**src/rtl/layer_compositor.sv**
```systemverilog
// Pipelined overlay compositor: base pixel from camera/threshold view, then NUM_LAYERS
// alpha-blended overlays, lowest priority first. Define COMPOSITOR_ALPHA_EN for true blending.
module layer_compositor #(
    parameter int NUM_LAYERS   = 4,
    parameter int ALPHA_W      = 4,
    parameter int SYNC_W       = 3,
    parameter int BLINK_FRAMES = 15
) (
    input  logic                          clk_in,
    input  logic                          rst_n_in,
    input  logic [1:0]                    mode_in,
    input  logic [23:0]                   camera_pixel_in,
    input  logic [7:0]                    sel_channel_in,
    input  logic [1:0]                    thr_in,
    input  logic [24*NUM_LAYERS-1:0]      layer_pixel_in,
    input  logic [NUM_LAYERS-1:0]         layer_valid_in,
    input  logic [ALPHA_W*NUM_LAYERS-1:0] layer_alpha_in,
    input  logic [NUM_LAYERS-1:0]         layer_en_in,
    input  logic [NUM_LAYERS-1:0]         blink_en_in,
    input  logic                          frame_start_in,
    input  logic [SYNC_W-1:0]             sync_in,
    output logic [23:0]                   pixel_out,
    output logic [SYNC_W-1:0]             sync_out,
    output logic                          blink_phase_out
);
    localparam int CNT_W = (BLINK_FRAMES > 1) ? $clog2(BLINK_FRAMES) : 1;
    localparam int LW    = 24 * NUM_LAYERS;
    localparam int AWN   = ALPHA_W * NUM_LAYERS;

    function automatic logic [7:0] blend_ch(input logic [7:0] fg, input logic [7:0] bg,
                                            input logic [ALPHA_W-1:0] a);
`ifdef COMPOSITOR_ALPHA_EN
        localparam int ACC_W = ALPHA_W + 9;
        localparam logic [ALPHA_W-1:0] AMAX = '1;
        logic [ACC_W-1:0] acc;
        if (a == AMAX) return fg;
        // a == 0 degenerates to bg, so inactive layers need no special case
        acc = ACC_W'(a) * ACC_W'(fg) + (ACC_W'(2**ALPHA_W) - ACC_W'(a)) * ACC_W'(bg);
        return acc[ALPHA_W +: 8];
`else
        return (a != '0) ? fg : bg;
`endif
    endfunction

    function automatic logic [23:0] blend_px(input logic [23:0] fg, input logic [23:0] bg,
                                             input logic [ALPHA_W-1:0] a);
        return {blend_ch(fg[23:16], bg[23:16], a), blend_ch(fg[15:8], bg[15:8], a),
                blend_ch(fg[7:0], bg[7:0], a)};
    endfunction

    logic                  fs;
    logic [1:0]            mode_q, mode_d;
    logic [NUM_LAYERS-1:0] en_q, en_d, blk_q, blk_d;
    logic [CNT_W-1:0]      cnt_q, cnt_d;
    logic                  phase_q, phase_d;

    logic [23:0]           pix_q  [0:NUM_LAYERS];
    logic [23:0]           pix_d  [0:NUM_LAYERS];
    logic [SYNC_W-1:0]     sync_q [0:NUM_LAYERS];
    logic [SYNC_W-1:0]     sync_d [0:NUM_LAYERS];
    logic [LW-1:0]         lp_q   [0:NUM_LAYERS-1];
    logic [LW-1:0]         lp_d   [0:NUM_LAYERS-1];
    logic [AWN-1:0]        la_q   [0:NUM_LAYERS-1];
    logic [AWN-1:0]        la_d   [0:NUM_LAYERS-1];

    // Shadows and blink state; the _d values double as the bypass for the frame_start pixel
    assign fs = frame_start_in & rst_n_in;

    always_comb begin
        mode_d  = fs ? mode_in : mode_q;
        en_d    = fs ? layer_en_in : en_q;
        blk_d   = fs ? blink_en_in : blk_q;
        cnt_d   = cnt_q;
        phase_d = phase_q;
        if (fs) begin
            if (cnt_q == CNT_W'(BLINK_FRAMES - 1)) begin
                cnt_d   = '0;
                phase_d = ~phase_q;
            end else begin
                cnt_d = cnt_q + 1'b1;
            end
        end
    end

    // Stage 0: base pixel, layer activity folded into the alpha (inactive => alpha 0)
    always_comb begin
        unique case (mode_d)
            2'd0:    pix_d[0] = camera_pixel_in;
            2'd1:    pix_d[0] = thr_in[0] ? 24'h00FFFF :
                                thr_in[1] ? 24'hFF77AA : {3{sel_channel_in}};
            2'd2:    pix_d[0] = {3{sel_channel_in}};
            default: pix_d[0] = 24'h000000;
        endcase
        sync_d[0] = sync_in;
        lp_d[0]   = layer_pixel_in;
        la_d[0]   = '0;
        for (int i = 0; i < NUM_LAYERS; i++) begin
            if (layer_valid_in[i] && en_d[i] && (!blk_d[i] || phase_d))
                la_d[0][ALPHA_W*i +: ALPHA_W] = layer_alpha_in[ALPHA_W*i +: ALPHA_W];
        end
        for (int s = 1; s < NUM_LAYERS; s++) begin
            lp_d[s] = lp_q[s-1];
            la_d[s] = la_q[s-1];
        end
        // Stages 1..N: stage k blends layer N-k over the previous stage's result
        for (int k = 1; k <= NUM_LAYERS; k++) begin
            sync_d[k] = sync_q[k-1];
            pix_d[k]  = blend_px(lp_q[k-1][24*(NUM_LAYERS-k) +: 24], pix_q[k-1],
                                 la_q[k-1][ALPHA_W*(NUM_LAYERS-k) +: ALPHA_W]);
        end
    end

    always_ff @(posedge clk_in) begin
        if (!rst_n_in) begin
            mode_q  <= 2'd0;
            en_q    <= '0;
            blk_q   <= '0;
            cnt_q   <= '0;
            phase_q <= 1'b1;
            for (int k = 0; k <= NUM_LAYERS; k++) begin
                pix_q[k]  <= '0;
                sync_q[k] <= '0;
            end
            for (int s = 0; s < NUM_LAYERS; s++) begin
                lp_q[s] <= '0;
                la_q[s] <= '0;
            end
        end else begin
            mode_q  <= mode_d;
            en_q    <= en_d;
            blk_q   <= blk_d;
            cnt_q   <= cnt_d;
            phase_q <= phase_d;
            for (int k = 0; k <= NUM_LAYERS; k++) begin
                pix_q[k]  <= pix_d[k];
                sync_q[k] <= sync_d[k];
            end
            for (int s = 0; s < NUM_LAYERS; s++) begin
                lp_q[s] <= lp_d[s];
                la_q[s] <= la_d[s];
            end
        end
    end

    assign pixel_out       = pix_q[NUM_LAYERS];
    assign sync_out        = sync_q[NUM_LAYERS];
    assign blink_phase_out = phase_d;

endmodule

```
**config.mk**
```make
export PLATFORM = sky130hd
export DESIGN_NAME = layer_compositor
export DESIGN_NICKNAME = d
export VERILOG_FILES = /design/src/rtl/layer_compositor.sv
export SDC_FILE = /design/constraint.sdc
export NUM_CORES = 1
export LEC_CHECK = 0
export BUFFER_PORTS_ARGS = -buffer_cell sky130_fd_sc_hd__buf_4
export CORE_MARGIN = 10
export CORE_UTILIZATION = 25
export DETAILED_ROUTE_END_ITERATION = 8
export PLACE_DENSITY = 0.46
export RECOVER_POWER = 100
export SYNTH_ARGS = -nofsm -noshare
export SYNTH_HDL_FRONTEND = slang
export SYNTH_SLANG_ARGS = --single-unit
```
**constraint.sdc**
```tcl
create_clock -name clk_in -period 1.55 [get_ports clk_in]
set_input_delay 0.155 -clock clk_in [delete_from_list [all_inputs] [get_ports clk_in]]
set_output_delay 0.155 -clock clk_in [all_outputs]
set_load 0.05 [all_outputs]
```
==> Yosys cells after proc, flatten, opt, wreduce, memory -nomap -nowiden <==
Memories as Yosys holds them, arrays and structs flattened.
Index checks and enable logic that the tools add are counted.
{ "word_totals": {"regBits": 15, "latch_bits": 0, "ram_bits": 583, "mem_bits_ro": 0, "inputBits": 166, "elab_cells": 99, "memories": 4} }
{ "classes": {"addsub": 1, "mul": 0, "div_mod_pow": 0, "n_lt_le_gt_ge": 0, "eq_ne": 3, "shift": 0, "mux": 45, "n_bitwise": 20, "n_reduce_logical": 21} }
{ "memory_table": {"columns": ["memory", "depth", "word_bits", "read_ports", "rd_clocked_by_memory_dff", "wr", "line", "text"], "rows": [
  ["lp_q", 4, 96, 4, 0, 4, "61", "logic [LW-1:0] lp_q [0:NUM_LAYERS-1];"],
  ["pix_q", 5, 24, 5, 0, 5, "57", "logic [23:0] pix_q [0:NUM_LAYERS];"],
  ["la_q", 4, 16, 4, 0, 4, "63", "logic [AWN-1:0] la_q [0:NUM_LAYERS-1];"],
  ["sync_q", 5, 3, 5, 0, 5, "59", "logic [SYNC_W-1:0] sync_q [0:NUM_LAYERS];"]
]} }
{ "ops": {"columns": ["cell", "count"], "rows": [
  ["96-bit 2-to-1 mux", 4],
  ["24-bit 2-to-1 mux", 7],
  ["8-bit 2-to-1 mux", 12],
  ["24-bit case mux with 3 select lines", 1],
  ["16-bit 2-to-1 mux", 4],
  ["4-bit 2-to-1 mux", 7],
  ["1-bit OR", 18],
  ["4-bit nonzero test", 4],
  ["3-bit 2-to-1 mux", 5],
  ["1-bit logical AND", 8],
  ["4-bit by 1-bit adder with 4-bit output (second input constant)", 1],
  ["4-bit equality test (second input constant)", 1],
  ["1-bit zero test", 4],
  ["1-bit logical OR", 4],
  ["1-bit 2-to-1 mux", 4],
  ["2-bit by 1-bit equality test with 1-bit output (second input constant)", 1],
  ["2-bit equality test (second input constant)", 1],
  ["2-bit zero test", 1],
  ["2-bit 2-to-1 mux", 1],
  ["1-bit bitwise AND", 1],
  ["1-bit NOT", 1]
]} }

==> Longest topological paths before layout <==
Gate-level depths: netlist (run 1).
{ "logic_depth": {"ltp_word": 7, "mapped_depth": 6, "depth_no_buf": 4} }

==> Worst setup path after synthesis (run 1) <==
No wires, ideal clock.
{ "synth_timing": {"path_type": "flip-flop to output port", "startpoint": "reg cnt_q[1]", "endpoint": "out blink_phase_out", "arrival_time_ns": 1.321, "t_required_ns": 1.395, "path_slack_ns": 0.074, "path_stages_with_launch": 5, "n_path_buf": 0, "path_cell_list": "dfxtp_1 -> nand3_1 -> nor4_4 -> nor2_1 -> inv_1"} }
{ "synth_via": {"elab_chain_len": 3} }
{ "synth_rtl": {"columns": ["item", "line", "text"], "rows": [
  ["start, declared", "54", "logic [CNT_W-1:0] cnt_q, cnt_d;"],
  ["start signal, assigned", "132", "cnt_q <= cnt_d;"],
  ["4-bit equality test", "76", "if (cnt_q == CNT_W'(BLINK_FRAMES - 1)) begin"],
  ["1-bit 2-to-1 mux", "76", null],
  ["1-bit 2-to-1 mux", "75", "if (fs) begin"],
  ["end, declared", "24", "output logic blink_phase_out"]
]} }
Every way passes these cells.

==> Final worst setup path (run 1) <==
{ "layout_timing": {"startpoint": "reg cnt_q[0]", "endpoint": "out blink_phase_out"} }
Same word-level chain as after synthesis.

==> results by group, run 1 <==
Finish
  – Post-route cell area: 19,000 sq um
  – Nets: 1,785
  – Synth-to-layout area growth: 41.1%
  – Multi-input logic area: 4420 sq um
  – FF+latch area: 8610 sq um
  – # fillers: 5,321
  – Layout cells sized above 1: 19.9%

Placed design
  – Post-DP HPWL: 22,300 um
  – Area after DPL: 15,600 sq um
  – DP Worst Slack: -0.0314 ns
  – Final GP Congestion: 0.822
  – Port Buffers: 193

Clock tree
  – CTS HTree Levels: 2
  – CTS tree: done
  – Reg clk slew, reported paths: 0.06 ns
  – Root Buffer: clkbuf_16
  – Later-pin clock latency in the skew report: 0.56 ns
  – CTS sink cnt: 430
  – Inserted Clock Buffers: 47
  – Max Root-Sink Buffers: 3

Detailed routing
  – DRT Pass-1 Iters: 5
  – Starting DRT DRC Count: 476
  – DR WL/cell: 14.6 um
  – Drt drc: 0
  – Via count: 9,226
  – Final wirelength: 34,200 um
  – DR vias/cell: 3.94
  – Final ANT Viol Nets: 0

Timing
  – Slew Limit Fails: 0
  – RSZ-0062 raised after global routing: yes
  – Worst Clk Skew: 0.0166 ns
  – Fin crit period: 1.76 ns
  – Setup Viol. Count Final: 14
  – Slew @ Worst Pin: 1.23 ns
  – F_max: 0.569 GHz
  – Worst setup margin: -0.209 ns
  – Rel. slew slack: 18.2%
  – Final hold viol count: 0
  – Period utilization: 113%

Min path
  – Hold Path Class: primary input to flop
  – Worst Hold Launch: mode_in[1]

Floorplan
  – Die Height: 252 um
  – Starting density of the core: 25.4%
  – Die X-Extent: 252 um
  – Die ar.: 63,500 sq um
  – Core area: 53,000 sq um
  – IO Pins: 194
  – Row Count: 84

Worst setup path
  – Max stage delay on crit path: 0.32 ns
  – CP Capture Type: output pin
  – Crit-path slowest cell: dfxtp_2
  – Crit path kind: flop to output pin
  – Worst Path Required: 1.39 ns
  – Crit-path cells: buf_6 > nor4_4 > nor2_2 > inv_1 > buf_6
  – Worst-path maximum fanout: 2
  – Origin of the critical flop-to-flop path: la_q[2][7]
  – Data arrival, critical path: 1.60 ns
  – Crit path top cell by count: buf_6
  – CP Launch Point: cnt_q[0]
  – Crit start category: flop

Synthesis
  – Syn. warnings: 0
  – Most common cell in the netlist: dfxtp_1
  – Post-synth top area share: 64.0%
  – Post-synth top cells: dfxtp_1 (430), and2_1 (281), nand2_1 (228), a21boi_0 (72), clkbuf_1 (56)
  – Synth Cell Area: 13,500 sq um
  – Top post-synthesis cells by area: dfxtp_1 (64%), and2_1 (13%), nand2_1 (6.4%), a21boi_0 (4.0%), clkbuf_1 (1.6%)
  – Net count after synthesis: 1,436
  – Sequential area share after synthesis: 64.0%
  – EDFF count, synth: 0
  – Seq cells post-synth: 430
  – Post-synth top area cell: dfxtp_1
  – Dominant synthesized flop cell: dfxtp_1
  – Synth cell types: 43
  – Ys async rst share: 0%
  – Post-Syn Instances: 1,270
  – Avg Inst Size Synth: 10.6 sq um

Pwr
  – Internal power: 19.7 mW
  – Peak VDD IR: 0.787 mV
  – Switch Pwr: 5.28 mW
  – Seq pwr share: 46.6%
  – Pwr Density: 1310 nW/um^2
  – Sw frac: 21.2%
  – P_leak: 7.71 nW
  – Comb pwr share: 6.8%
  – Clock share of power: 46.6%

Global routing
  – First-pass GRT wire length: 54,600 um
  – Vias in the first global route: 10,000
  – Largest net degree at the start of global routing: 146
  – Antenna violations before repair: 2
  – GRT overflow: 0
  – GR Util All Layers: 10.8%

Outcome
  – Status: finished with violations
  – Failing checks: negative setup slack

Flow run
  – Max-cap viol count: 0
[cells by family after synthesis]
logic type	synth area share (%)
compound gates	8.29
xor+xnor	0.0651
buf+inv	3.85
flops	64.0
mux	1.47
simple gates	22.4
[power by group through the flow]
stage,logic (mW),registers (mW),clock network [mW]
final,1.69,11.6,11.6
after detailed placement,1.38,11.9,0
after global routing,1.87,11.7,12.5
after global placement,1.37,11.9,0
after floorplan,0.735,11.8,0
after CTS,1.75,11.6,12.0
[state kept, by name, summed over array words and instances, names as in the netlist]
name     count
en_q         4
cnt_q        4
pix_q      120
lp_q       240
mode_q       2
phase_q      1
sync_q      15
la_q        40
blk_q        4
[layout by cell type (no fill, tap or decap), drive strengths merged]
cell type	count
dlygate4sd3	174
nor2	4
nor4	5
or3b	1
a21oi	19
nand2b	3
o221a	6
nor3b	1
o21ai	3
or4	4
nor3	20
o2bb2ai	4
a21boi	97
mux2i	14
clkbuf	136
inv	10
a21bo	1
and2	282
nand3b	1
nand3	6
nor2b	8
nand2	230
o211ai	2
xor2	1
dfxtp	430
mux2	4
buf	155
a31oi	1
a211oi	1
o22ai	14
o31a	1
o21a	1
bufinv	5
a2bb2oi	1
o211a	1
diode	2
clkinv	8
[metal layers]
metal	share of wire (%)	GRT usage, %	wire [um]
met5	0	0	0
met4	2.9	4.31	1000
met3	4.6	2.47	1580
met2	49	18.6	16800
met1	43	12.8	14800
[final timing paths]
path,endpoint,slack [ns],cells after the start
hold reg to reg,sync_q[0][8],0.43,1
hold / removal,mode_q[1],0.08,4
setup reg to reg,pix_q[0][81],0.01,4
setup / recovery,blink_phase_out,-0.21,5
[critical path: cells and delay by family, from the launching register on]
family	cells	cell delay [ns]
buffers and inverters	3	0.33
flip-flops	1	0.32
AND/OR/NAND/NOR	2	0.39
[area by class of cell]
class,instances,area share (%)
well taps,688,4.54
inverters,8,0.158
repair buffers,396,18.0
clock buffers,69,7.54
diodes,2,0.0264
multi-input cells,736,23.3
clock inverters,15,1.11
flip-flops and latches,430,45.4
[metrics by stage]
stage	instances	util, %	hold WS (ns)	TNS (ns)	power (mW)
after global placement	2078	29.5	0.365	0	13.2
after global routing	2344	35.8	0.0947	-16.52	26.0
after detailed placement	2078	29.5	0.366	-0.135	13.3
final	2344	35.8	0.0806	-0.515	24.9
after floorplan	1270	-	0.272	0	12.6
after CTS	2342	36.0	0.0360	-0.262	25.4
[what timing repair did]
action	4_1_cts	5_1_grt
setup buffers	6	1
gates resized for setup	11	8
setup endpoints to repair	14	29
gates cloned	0	0
endpoints found under the hold margin	148	0
hold buffers	174	0
pin swaps	4	8
No activity file was read; power rests on OpenSTA's default activity.
==> inputs of run 2 (changes only) <==
--- a/config.mk
+++ b/config.mk
@@ -6,6 +6,7 @@
 export NUM_CORES = 1
 export LEC_CHECK = 0
 export BUFFER_PORTS_ARGS = -buffer_cell sky130_fd_sc_hd__buf_4
+export CORE_ASPECT_RATIO = 1.4
 export CORE_MARGIN = 10
 export CORE_UTILIZATION = 25
 export DETAILED_ROUTE_END_ITERATION = 8
==> results by group, run 2 (synthesis results as in run 1) <==
Outcome
  – Failing checks: negative setup slack
  – Status: finished with violations

Worst setup path
  – Reg2reg setup slack: 0.03 ns
  – R2r worst-path depth: 4
  – Crit start category: flop
  – Crit-path cells: nand3_4 > o31a_1 > nor2_2 > inv_1 > buf_6
  – Worst Path Required: 1.39 ns
  – Crit-path slowest cell: dfxtp_2
  – Origin of the critical flop-to-flop path: la_q[0][13]
  – CP Capture Type: output pin
  – Max stage delay on crit path: 0.36 ns
  – Worst-path maximum fanout: 3
  – Crit path kind: flop to output pin
  – End of the worst register-to-register path: pix_q[0][38]
  – Data arrival, critical path: 1.57 ns

Global routing
  – GR Util All Layers: 10.6%
  – Largest net degree at the start of global routing: 183
  – Vias in the first global route: 10,000
  – GRT overflow: 0
  – Antenna violations before repair: 0
  – First-pass GRT wire length: 54,700 um

Flow run
  – Max-cap viol count: 0

Clock tree
  – Reg clk slew, reported paths: 0.06 ns
  – CTS tree: done
  – CTS sink cnt: 430
  – Inserted Clock Buffers: 44
  – CTS HTree Levels: 2
  – Later-pin clock latency in the skew report: 0.54 ns
  – Max Root-Sink Buffers: 3
  – Root Buffer: clkbuf_16

Min path
  – Worst Hold Launch: layer_en_in[2]
  – Hold Crit Depth: 4
  – Hold Path Class: primary input to flop
  – Worst Hold Path EP: en_q[2]

Finish
  – Commonest non-fill, non-tap cells in the layout: dfxtp_1 (425), nand2_1 (228), and2_1 (198)
  – Biggest register: lp_q
  – Top Registers: lp_q (240), pix_q (120), la_q (40)
  – Synth-to-layout area growth: 40.2%
  – Diode count: 0
  – Nets: 1,778
  – Most common cell after layout, fill and taps aside: dfxtp_1
  – Largest register FFs: 240
  – Layout cells sized above 1: 19.4%

Timing
  – Worst setup margin: -0.179 ns
  – Period utilization: 112%
  – F_max: 0.578 GHz
  – Setup Viol. Count Final: 1
  – Slew Limit Fails: 0
  – Slew @ Worst Pin: 1.05 ns
  – RSZ-0062 raised after global routing: yes
  – Fin crit period: 1.73 ns
  – Worst Clk Skew: 0.0125 ns
  – Final hold viol count: 0
  – Rel. slew slack: 30.3%
  – TNS Setup: -0.179 ns

Pwr
  – Clock share of power: 45.7%
  – Peak VDD IR: 0.618 mV
  – Switch Pwr: 5.24 mW
  – Sw frac: 21.4%
  – Seq pwr share: 47.6%
  – Internal power: 19.2 mW
  – P_leak: 7.61 nW
  – Pwr Density: 1300 nW/um^2
  – Comb pwr share: 6.8%
  – Design Power: 24.5 mW

Detailed routing
  – Via count: 9,246
  – Starting DRT DRC Count: 442
  – Final wirelength: 33,800 um
  – DR vias/cell: 3.92
  – DR WL/cell: 14.3 um
  – Drt drc: 0
  – Final ANT Viol Nets: 0
  – DRT Pass-1 Iters: 6

Placed design
  – Final GP Congestion: 0.772
  – Port Buffers: 193
  – DP Worst Slack: -0.0524 ns
  – Post-DP HPWL: 22,700 um

Floorplan
  – IO Pins: 194
  – Core area: 53,200 sq um
  – Die ar.: 63,600 sq um
  – Row Count: 100
  – Die X-Extent: 216 um
  – Starting density of the core: 25.3%
  – Die Height: 295 um
-- run 2: cell types whose count changed in the layout (fill, tap and decap cells not counted), moves of 3 or more --
cell        delta
and2_1        -26
clkinvlp_4     +3
clkbuf_8       -4
nor3_4         -4
buf_4          -6
clkbuf_16      -4
and2_0        +26
-- run 2: stage by stage --
stage	std cells	hold slack (ns)	util, %	instance area (sq um)
CTS	2360	0.0120	35.7	19000
finish	2360	0.0464	35.5	18900
global placement	2101	0.365	29.4	15600
detailed placement	2101	0.360	29.4	15600
floorplan	1270	0.272	-	13500
global route	2360	0.0625	35.5	18900
-- run 2: power by group through the flow --
stage	registers [mW]	logic, mW	clock network [mW]
floorplan	11.8	0.735	0
global placement	11.9	1.36	0
detailed placement	11.9	1.36	0
CTS	11.6	1.73	11.6
global route	11.7	1.83	12.1
finish	11.6	1.65	11.2
-- run 2: final cells by class --
class / count / area (sq um)
flip-flops and latches: 430 / 8620
repair buffers: 392 / 3390
clock inverters: 22 / 290
fillers: 5349 / 34300
well taps: 714 / 893
inverters: 8 / 30.0
multi-input cells: 736 / 4380
clock buffers: 58 / 1260
-- run 2: worst max-delay path: cells and delay by family, from the launching register on --
family / cells / cell delay (ns)
buffers and inverters: 2 / 0.21
AND/OR/NAND/NOR: 2 / 0.20
AO/OA/AOI/OAI: 1 / 0.27
flip-flops: 1 / 0.36
-- run 2: layer usage --
metal / vias to the layer above / track usage (%) / part of all wire (%)
met5: - / 0 / 0
met4: 0 / 4.20 / 2.9
met3: 66 / 2.29 / 4.5
met2: 192 / 18.4 / 49
met1: 4285 / 12.5 / 43
li1: 4703 / - / -
-- run 2: worst max-delay path by stage --
stage,to,from,cells past startpoint
2_1_floorplan,blink_phase_out,cnt_q[1],4
3_3_place_gp,blink_phase_out,cnt_q[1],5
3_5_place_dp,la_q[0][4],cnt_q[1],4
4_1_cts,blink_phase_out,cnt_q[3],5
5_1_grt,blink_phase_out,cnt_q[3],5
6_report,blink_phase_out,cnt_q[3],5
-- run 2: repair_timing --
action | in CTS | in global routing
pin swaps | 4 | 0
hold buffers | 175 | 0
setup endpoints to repair | 23 | 13
hold endpoints to repair | 147 | 0
setup buffers | 4 | 0
resized for setup | 10 | 3
gates cloned | 0 | 0
